## config.mk

```make
export PLATFORM = sky130hd
export DESIGN_NAME = multicycle_controller
export DESIGN_NICKNAME = d
export VERILOG_FILES = /design/src/rtl/rv_ctrl_pkg.sv /design/src/rtl/multicycle_controller_alu_decoder.sv /design/src/rtl/multicycle_controller.sv
export SDC_FILE = /design/constraint.sdc
export NUM_CORES = 1
export LEC_CHECK = 0
export ABC_AREA = 1
export CORE_AREA = 2 2 94 96
export DETAILED_ROUTE_END_ITERATION = 6
export DIE_AREA = 0 0 96 98
export SKIP_LAST_GASP = 1
export SYNTH_ARGS = -nofsm -noshare
export SYNTH_HDL_FRONTEND = slang
export SYNTH_HIERARCHICAL = 1
export SYNTH_SLANG_ARGS = --single-unit
```

## constraint.sdc

```tcl
create_clock -name clk -period 3.9 [get_ports clk]
set_clock_uncertainty 0.05 [all_clocks]
set_input_delay 0.39 -clock clk [delete_from_list [all_inputs] [get_ports clk]]
set_output_delay 0.39 -clock clk [all_outputs]
set_load 0.02 [all_outputs]
```

## src/rtl/rv_ctrl_pkg.sv

```systemverilog
// Shared definitions for the RISC-V multi-cycle control path.
// Contents:
//   - opcode / funct3 / funct7 constants for the supported subset
//   - ALU operation codes, shared by the ALU, the controller and the benches
//   - the controller state enum and the decoded instruction class enum
//   - f3_alu_op: maps a funct3 field to {valid, alu_cc} for the ALU ops
package rv_ctrl_pkg;

    localparam logic [6:0] OP_R_TYPE = 7'b0110011;
    localparam logic [6:0] OP_I_ALU  = 7'b0010011;
    localparam logic [6:0] OP_LW     = 7'b0000011;
    localparam logic [6:0] OP_SW     = 7'b0100011;

    localparam logic [2:0] F3_ADD  = 3'b000;
    localparam logic [2:0] F3_XOR  = 3'b100;
    localparam logic [2:0] F3_OR   = 3'b110;
    localparam logic [2:0] F3_AND  = 3'b111;
    localparam logic [2:0] F3_SLT  = 3'b010;
    localparam logic [2:0] F3_WORD = 3'b010;

    localparam logic [6:0] F7_BASE = 7'b0000000;
    localparam logic [6:0] F7_ALT  = 7'b0100000;

    localparam logic [3:0] ALU_ADD = 4'b0010;
    localparam logic [3:0] ALU_SUB = 4'b0110;
    localparam logic [3:0] ALU_XOR = 4'b1100;
    localparam logic [3:0] ALU_OR  = 4'b0001;
    localparam logic [3:0] ALU_AND = 4'b0000;
    localparam logic [3:0] ALU_SLT = 4'b0111;

    typedef enum logic [2:0] {
        FETCH   = 3'd0,
        DECODE  = 3'd1,
        EXECUTE = 3'd2,
        MEM     = 3'd3,
        WB      = 3'd4,
        TRAP    = 3'd5
    } state_t;

    typedef enum logic [2:0] {
        CLS_NONE   = 3'd0,
        CLS_R_TYPE = 3'd1,
        CLS_I_ALU  = 3'd2,
        CLS_LW     = 3'd3,
        CLS_SW     = 3'd4
    } inst_class_t;

    // Bit 4 of the result says whether funct3 names a supported ALU op.
    // The funct3=000 case always returns ADD; R-type SUB is resolved by
    // the caller from funct7.
    function automatic logic [4:0] f3_alu_op(input logic [2:0] funct3);
        case (funct3)
            F3_ADD:  return {1'b1, ALU_ADD};
            F3_XOR:  return {1'b1, ALU_XOR};
            F3_OR:   return {1'b1, ALU_OR};
            F3_AND:  return {1'b1, ALU_AND};
            F3_SLT:  return {1'b1, ALU_SLT};
            default: return {1'b0, ALU_ADD};
        endcase
    endfunction

endpackage

```

## src/rtl/multicycle_controller_alu_decoder.sv

```systemverilog
// alu_decoder: purely combinational instruction classifier.
// Ports:
//   opcode     in  7  instruction[6:0]
//   funct7     in  7  instruction[31:25]
//   funct3     in  3  instruction[14:12]
//   inst_class out    decoded instruction class (CLS_NONE when illegal opcode)
//   alu_cc     out 4  ALU operation for this instruction
//   illegal    out 1  encoding is not supported
module alu_decoder
    import rv_ctrl_pkg::*;
(
    input  logic [6:0]  opcode,
    input  logic [6:0]  funct7,
    input  logic [2:0]  funct3,
    output inst_class_t inst_class,
    output logic [3:0]  alu_cc,
    output logic        illegal
);

    logic [4:0] op;

    // I-type funct7 bits belong to the immediate, so they are never
    // examined there; that is also why an I-type can never become SUB.
    always_comb begin
        op         = f3_alu_op(funct3);
        inst_class = CLS_NONE;
        alu_cc     = ALU_ADD;
        illegal    = 1'b0;
        case (opcode)
            OP_R_TYPE: begin
                inst_class = CLS_R_TYPE;
                if (funct3 == F3_ADD) begin
                    if (funct7 == F7_BASE) begin
                        alu_cc = ALU_ADD;
                    end else if (funct7 == F7_ALT) begin
                        alu_cc = ALU_SUB;
                    end else begin
                        illegal = 1'b1;
                    end
                end else begin
                    alu_cc  = op[3:0];
                    illegal = !op[4] || (funct7 != F7_BASE);
                end
            end
            OP_I_ALU: begin
                inst_class = CLS_I_ALU;
                alu_cc     = op[3:0];
                illegal    = !op[4];
            end
            OP_LW: begin
                inst_class = CLS_LW;
                illegal    = (funct3 != F3_WORD);
            end
            OP_SW: begin
                inst_class = CLS_SW;
                illegal    = (funct3 != F3_WORD);
            end
            default: begin
                illegal = 1'b1;
            end
        endcase
    end

endmodule

```

## src/rtl/multicycle_controller.sv

```systemverilog
// multicycle_controller: multi-cycle control FSM for the RISC-V data_path.
// Sequences FETCH -> DECODE -> EXECUTE -> (MEM) -> (WB), waits on the
// data-memory ready handshake, traps unsupported encodings and memory
// timeouts, and counts retired instructions.
// Parameters:
//   MEM_WAIT_MAX  cycles allowed in MEM without mem_ready before trapping
//   CNT_W         width of retire_count
// Ports:
//   clk, reset                  clock (rising edge), synchronous active-high reset
//   opcode, funct7, funct3      decoded fields from the datapath IR
//   mem_ready                   data memory finished the current access
//   ir_write, pc_write          load IR / advance PC (FETCH)
//   reg_write, mem2reg          register write enable / writeback mux select
//   alu_src, alu_cc             immediate operand select / ALU operation
//   mem_read, mem_write         data-memory strobes
//   illegal                     sticky trap flag
//   retire_count                number of completed instructions (wraps)
module multicycle_controller
    import rv_ctrl_pkg::*;
#(
    parameter int MEM_WAIT_MAX = 15,
    parameter int CNT_W        = 32
) (
    input  logic             clk,
    input  logic             reset,
    input  logic [6:0]       opcode,
    input  logic [6:0]       funct7,
    input  logic [2:0]       funct3,
    input  logic             mem_ready,
    output logic             ir_write,
    output logic             pc_write,
    output logic             reg_write,
    output logic             mem2reg,
    output logic             alu_src,
    output logic             mem_read,
    output logic             mem_write,
    output logic [3:0]       alu_cc,
    output logic             illegal,
    output logic [CNT_W-1:0] retire_count
);

    localparam int WAIT_W = $clog2(MEM_WAIT_MAX + 1);

    state_t            state;
    state_t            state_next;
    inst_class_t       cls_q;
    logic [3:0]        alu_cc_q;
    logic [WAIT_W-1:0] wait_cnt;

    inst_class_t       dec_class;
    logic [3:0]        dec_cc;
    logic              dec_illegal;

    logic              retire;
    logic              mem_timeout;
    logic              use_imm;

    alu_decoder u_alu_decoder (
        .opcode     (opcode),
        .funct7     (funct7),
        .funct3     (funct3),
        .inst_class (dec_class),
        .alu_cc     (dec_cc),
        .illegal    (dec_illegal)
    );

    // wait_cnt counts completed MEM cycles, so the MEM_WAIT_MAX-th cycle is
    // the one that sees MAX-1; mem_ready is checked first and so wins a tie.
    assign mem_timeout = (wait_cnt == WAIT_W'(MEM_WAIT_MAX - 1));
    assign use_imm     = (cls_q == CLS_I_ALU) || (cls_q == CLS_LW) || (cls_q == CLS_SW);

    // State register, latched decode, MEM wait counter and retire counter.
    always_ff @(posedge clk) begin
        if (reset) begin
            state        <= FETCH;
            cls_q        <= CLS_NONE;
            alu_cc_q     <= ALU_ADD;
            wait_cnt     <= '0;
            retire_count <= '0;
        end else begin
            state <= state_next;
            if (state == DECODE) begin
                cls_q    <= dec_class;
                alu_cc_q <= dec_cc;
            end
            if ((state == MEM) && (state_next == MEM)) begin
                wait_cnt <= wait_cnt + WAIT_W'(1);
            end else begin
                wait_cnt <= '0;
            end
            if (retire) begin
                retire_count <= retire_count + CNT_W'(1);
            end
        end
    end

    // Next state and Moore outputs. Outputs depend only on the state and
    // the latched decode; reset masks them so a MEM access is dropped in
    // the same cycle reset is raised.
    always_comb begin
        state_next = state;
        retire     = 1'b0;
        ir_write   = 1'b0;
        pc_write   = 1'b0;
        reg_write  = 1'b0;
        mem2reg    = 1'b0;
        alu_src    = 1'b0;
        mem_read   = 1'b0;
        mem_write  = 1'b0;
        alu_cc     = 4'b0000;
        illegal    = 1'b0;
        case (state)
            FETCH: begin
                ir_write   = 1'b1;
                pc_write   = 1'b1;
                state_next = DECODE;
            end
            DECODE: begin
                state_next = dec_illegal ? TRAP : EXECUTE;
            end
            EXECUTE: begin
                alu_cc     = alu_cc_q;
                alu_src    = use_imm;
                state_next = ((cls_q == CLS_LW) || (cls_q == CLS_SW)) ? MEM : WB;
            end
            MEM: begin
                alu_cc    = alu_cc_q;
                alu_src   = use_imm;
                mem_read  = (cls_q == CLS_LW);
                mem_write = (cls_q == CLS_SW);
                if (mem_ready) begin
                    if (cls_q == CLS_SW) begin
                        state_next = FETCH;
                        retire     = 1'b1;
                    end else begin
                        state_next = WB;
                    end
                end else if (mem_timeout) begin
                    state_next = TRAP;
                end
            end
            WB: begin
                alu_cc     = alu_cc_q;
                alu_src    = use_imm;
                reg_write  = 1'b1;
                mem2reg    = (cls_q == CLS_LW);
                state_next = FETCH;
                retire     = 1'b1;
            end
            TRAP: begin
                illegal    = 1'b1;
                state_next = TRAP;
            end
            default: begin
                state_next = TRAP;
            end
        endcase
        if (reset) begin
            ir_write  = 1'b0;
            pc_write  = 1'b0;
            reg_write = 1'b0;
            mem2reg   = 1'b0;
            alu_src   = 1'b0;
            mem_read  = 1'b0;
            mem_write = 1'b0;
            alu_cc    = 4'b0000;
            illegal   = 1'b0;
        end
    end

endmodule

```

==> results of run 1 <==
==> worst min path at each step <==
stage | start | end | cells after the start
global route | alu_cc_q[3] | alu_cc_q[3] | 2
floorplan | wait_cnt[0] | wait_cnt[0] | 1
finish | alu_cc_q[2] | alu_cc_q[2] | 2
global placement | wait_cnt[0] | wait_cnt[0] | 1
CTS | alu_cc_q[2] | alu_cc_q[2] | 2
detailed placement | wait_cnt[0] | wait_cnt[0] | 1
==> routing by layer <==
metal / wire length, um / share of wire
met4: 69 / 0.0097
met3: 431 / 0.061
met5: 0 / 0
met2: 3410 / 0.48
met1: 3200 / 0.45
==> layout by cell type (no fill, tap or decap) <==
cell type	n
nand2_2	8
and2_1	1
dfxtp_1	46
a21oi_1	26
nand3b_1	3
nor2_2	3
a21oi_2	1
bufinv_16	1
inv_1	65
or2_0	1
a21o_1	1
clkbuf_8	5
a41oi_1	1
clkdlybuf4s50_1	63
nor2_4	4
xor2_1	3
xnor2_1	1
o21ai_1	1
nand2_1	103
inv_2	3
o211ai_1	2
nand3_2	2
clkinv_1	1
ha_1	3
a31oi_1	3
clkinv_2	2
nor3_2	1
o21ai_0	6
nor2_8	1
nor3_1	4
nor2_1	85
buf_4	2
o21ai_4	1
nand4_1	15
nand2_4	1
nand3_1	53
==> registers in the layout, summed over array words and instances (netlist names) <==
name          cells
alu_cc_q          4
cls_q             3
retire_count     32
state             3
wait_cnt          4
==> area by class of cell <==
type                       instances  area, um2  area share
timing repair buffer              65        646       0.176
multi-input combinational        334       1610       0.437
inverter                          69        259      0.0704
clock inverter                     3       40.0      0.0109
clock buffer                       5       68.8      0.0187
tap                              108        135      0.0367
sequential                        46        921       0.250
==> through the flow <==
step           worst slack [ps]  area, um2  power (mW)  utilization  hold WS [ps]
4_1_cts                     937       3680       0.996        0.434           421
6_report                    958       3680       0.984        0.434           415
5_1_grt                     794       3680        1.03        0.434           443
3_3_place_gp                997       3570       0.642        0.422           397
3_5_place_dp                950       3570       0.642        0.422           406
2_1_floorplan              2030       2850       0.594            -           380
==> cell usage after synthesis (all sizes together) <==
cell type	number
buf	7
xnor2	1
a31oi	3
dfxtp	46
inv	68
o21ai	8
clkinv	1
and2	1
a21oi	27
o211ai	2
ha	3
nand2	112
a41oi	1
or2	1
nor3	5
clkbuf	5
xor2	3
nand3	55
nand3b	3
nor2	93
nand4	15
a21o	1
==> logic make-up after synthesis <==
| group | share of synthesized area |
|---|---|
| simple gates | 0.454 |
| buf+inv | 0.116 |
| flops | 0.323 |
| compound gates | 0.0816 |
| xor+xnor | 0.0123 |
| fa+ha+maj | 0.0132 |
==> power by group <==
group / switching (mW) / leakage (nW) / internal (mW) / total, mW
registers: 0.00821 / 0.372 / 0.481 / 0.490
clock network: 0.165 / 0.0579 / 0.189 / 0.353
logic: 0.0883 / 1.08 / 0.0527 / 0.141
==> worst min-delay path, cell delays in order, from the launching register on <==
cell and delay (ps):
dfxtp_1 300, inv_1 60, a21oi_1 60
==> impl_metrics.ini, run 1 <==
[run_status]
outcome = complete, no violations

[cts]
post_cts_resized = 0
post_cts_buffers = 0
worstSkewPairLatency_ps = 300
hold_buffers = 0
root_buffer = clkbuf_8
cts_sinks = 46
h-tree-depth = 2
cts_tree = built
clk_pin_slew_ps = 80
clk_path_buf_depth = 2
numCtsBuffers = 5

[worst_setup_path]
cp_top_family = buffers and inverters
critPathMaxFanout = 14
worstPathCellList = clkdlybuf4s50_1 -> clkinv_1 -> a31oi_1 -> nor2_1 -> clkdlybuf4s50_1
cp.depth = 5
reg2regPathDepth = 8
reg2reg_from = cls_q[0]
crit_start = reset
crit_type = in2out
r2r-end = retire_count[25]
r2r_slack_ps = 1780
crit_top_cell = clkdlybuf4s50_1
path_buf_inv = 3
endpoint = alu_cc[1]
slowest_stage = clkdlybuf4s50_1
cp_slowest_stage_delay_ps = 780
arrival_ps = 2500
cp.required_ps = 3460
endpoint_kind = primary output
start_kind = input pin

[grt]
grtUsageMet1 = 0.198
grt-busiest-layer = met2
globalRouteTotalUtil = 0.159
met2_usage = 0.280
antenna_found_initial = 0
first_global_vias = 2839
grt_max_degree = 38
grtUsageMet3 = 0.0340
overflow = 0
grt_pass1_wl_mm = 12.3

[finish]
area_growth_pct = 29.0
finalNetCount = 544
diodes = 0
instances_no_fill = 630
drive_gt1_frac = 0.0670
fillers = 907

[placed_design]
dp_hpwl_mm = 5.45
routabilityCongestion = 0.943
dp_cells = 622
port_buffers = 63

[yosys]
ys_warn_count = 6
syn_inst = 461
syn_area_per_cell_um2 = 6.19
synth_area_um2 = 2850
synth_top_area_frac = 0.323
ys_ff_latch = 46
synth_area_leaders = dfxtp_1, nand2_1, nor2_1
synth_seq_area_share = 0.323
synth_cell_types = 35
synth_top_cell_by_area = dfxtp_1
synth_fp_nets = 484

[detailed_routing]
drt_pass1_iterations = 4
ant_nets = 0
wl_mm = 7.11
post_drt_wl_per_cell_um = 11.3
drcViolationCount = 0
viasPerCell = 4.75
num_vias = 2995
drt_iter0_markers = 149

[timing]
drv_slew = 0
fmax_mhz = 340
hold_violations = 0
max_slew_margin = 0.430
period_needed_ps = 2940
tns_ps = 0
tightestPinTransition_ps = 851
rsz0062_at_grt = no
fin_crit_sh = 0.754
setup_violations = 0

[min_path]
hold_class = reg2reg

[power_and_ir_drop]
ir_worst_vdd_uv = 139
p_leak_nw = 1.51
power_density_nw_per_um2 = 268

[die]
io_pins = 64
die_area_um2 = 9410
die_w_um = 96
design.core.area_um2 = 8470
initial_utilization = 0.337
row_count = 34
dieHeight_um = 98

[job]
cap_violations = 0
No activity file was read; power rests on OpenSTA's default activity.
==> run 2, diff against run 1 <==
- clock period: 3.9 -> 2.6 ns (I/O delays scaled with it)
==> impl_metrics.ini, run 2 (synthesis gave the netlist of run 1 again) <==
[finish]
finalNetCount = 545
largest_reg_flops = 32
top_regs = retire_count: 32 flops, alu_cc_q: 4 flops, wait_cnt: 4 flops
mostFrequentLayoutCell = nand2_1
final_util = 0.442
area_growth_pct = 31.2
layout_common_cells = nand2_1, nor2_1, inv_1, clkdlybuf4s50_1, nand3_1
largest_register = retire_count
drive_gt1_frac = 0.0727
fillers = 882
multi_input_comb_area_um2 = 1620
diodes = 0
regArea_um2 = 921

[die]
row_count = 34
io_pins = 64
die_area_um2 = 9410
design.core.area_um2 = 8470
initial_utilization = 0.337
dieHeight_um = 98
die_w_um = 96

[power_and_ir_drop]
p_int_mw = 1.22
power_density_nw_per_um2 = 432
p_leak_nw = 1.53
swShare = 0.246
seqPwrFrac = 0.455
ir_worst_vdd_uv = 288
total_power_mw = 1.62
power_frac_clock = 0.408
p_switching_mw = 0.398
combPwrFrac = 0.137

[grt]
overflow = 0
grt_pass1_wl_mm = 12.7
grt_max_degree = 60
globalRouteTotalUtil = 0.166
first_global_vias = 2877
antenna_found_initial = 0

[timing]
drv_slew = 0
tns_ps = 0
hold_violations = 0
period_needed_ps = 2410
rsz0062_at_grt = no
fmax_mhz = 415
fin_crit_sh = 0.926
tightestPinTransition_ps = 402
setup_violations = 0
max_slew_margin = 0.731

[cts]
cts_sinks = 46
clk_path_buf_depth = 2
clk_pin_slew_ps = 80
root_buffer = clkbuf_8
numCtsBuffers = 5
h-tree-depth = 2
cts_tree = built
worstSkewPairLatency_ps = 300

[worst_setup_path]
slowest_stage = clkdlybuf4s50_1
arrival_ps = 2100
start_kind = register
r2r_slack_ps = 830
crit_type = reg2out
critPathMaxFanout = 6
cp_slowest_stage_delay_ps = 610
worstPathCellList = nor2_1 -> nand2_2 -> nor2_1 -> a31oi_2 -> nor2_1 -> clkdlybuf4s50_1
crit_top_cell = nor2_1
endpoint_kind = primary output
cp.required_ps = 2290

[detailed_routing]
post_drt_wl_per_cell_um = 11.5
viasPerCell = 4.70
ant_nets = 0
drcViolationCount = 0
wl_mm = 7.26
drt_pass1_iterations = 5
drt_iter0_markers = 161
num_vias = 2968

[placed_design]
dp_hpwl_mm = 5.52
routabilityCongestion = 0.879
port_buffers = 63

[job]
cap_violations = 0

[run_status]
outcome = complete, no violations

[min_path]
hold_class = reg2reg
-- run 2: path summary, 6_finish.rpt --
path / from / to / depth (start not counted)
setup / recovery: state[1] / alu_src / 6
hold / removal: alu_cc_q[3] / alu_cc_q[3] / 2
setup reg to reg: retire_count[0] / retire_count[22] / 9
hold reg to reg: alu_cc_q[3] / alu_cc_q[3] / 2
-- run 2: cell type report --
type,instances,area share
multi-input cells,334,0.432
flip-flops and latches,46,0.246
repair buffers,66,0.178
inverters,69,0.0693
clock buffers,6,0.0221
clock inverters,2,0.0161
well taps,108,0.0361
-- run 2: stage by stage --
| step | worst slack (ps) | std cells | hold slack [ps] | instance area, um2 |
|---|---|---|---|---|
| floorplan | 865 | 461 | 310 | 2850 |
| global placement | 319 | 623 | 396 | 3590 |
| detailed placement | 291 | 623 | 400 | 3590 |
| CTS | 68.7 | 631 | 412 | 3730 |
| global route | 95.9 | 631 | 439 | 3740 |
| finish | 192 | 631 | 411 | 3740 |
-- run 2: power by group through the flow --
stage / Combinational (mW) / Clock [mW] / Sequential (mW)
floorplan: 0.141 / 0 / 0.751
global placement: 0.219 / 0 / 0.750
detailed placement: 0.219 / 0 / 0.750
CTS: 0.220 / 0.676 / 0.734
global route: 0.247 / 0.700 / 0.737
finish: 0.221 / 0.660 / 0.735
-- run 2: metal layers --
layer | global-route usage | up-vias | wire [um]
li1 | - | 1580 | -
met1 | 0.213 | 1303 | 3270
met2 | 0.279 | 75 | 3460
met3 | 0.0332 | 10 | 418
met4 | 0.0505 | 0 | 105
met5 | 0 | - | 0
-- run 2: critical path: cells and delay by family (launching register included) --
kind	cells	cell delay, ps
simple gates	4	720
buf+inv	1	610
flops	1	350
compound gates	1	110
-- run 2: timing repair --
item | CTS | global route
resized for setup | 0 | 2
buffers inserted | 0 | 0
hold endpoints to repair | 0 | 0
setup endpoints to repair | 0 | 5
hold buffers | 0 | 0
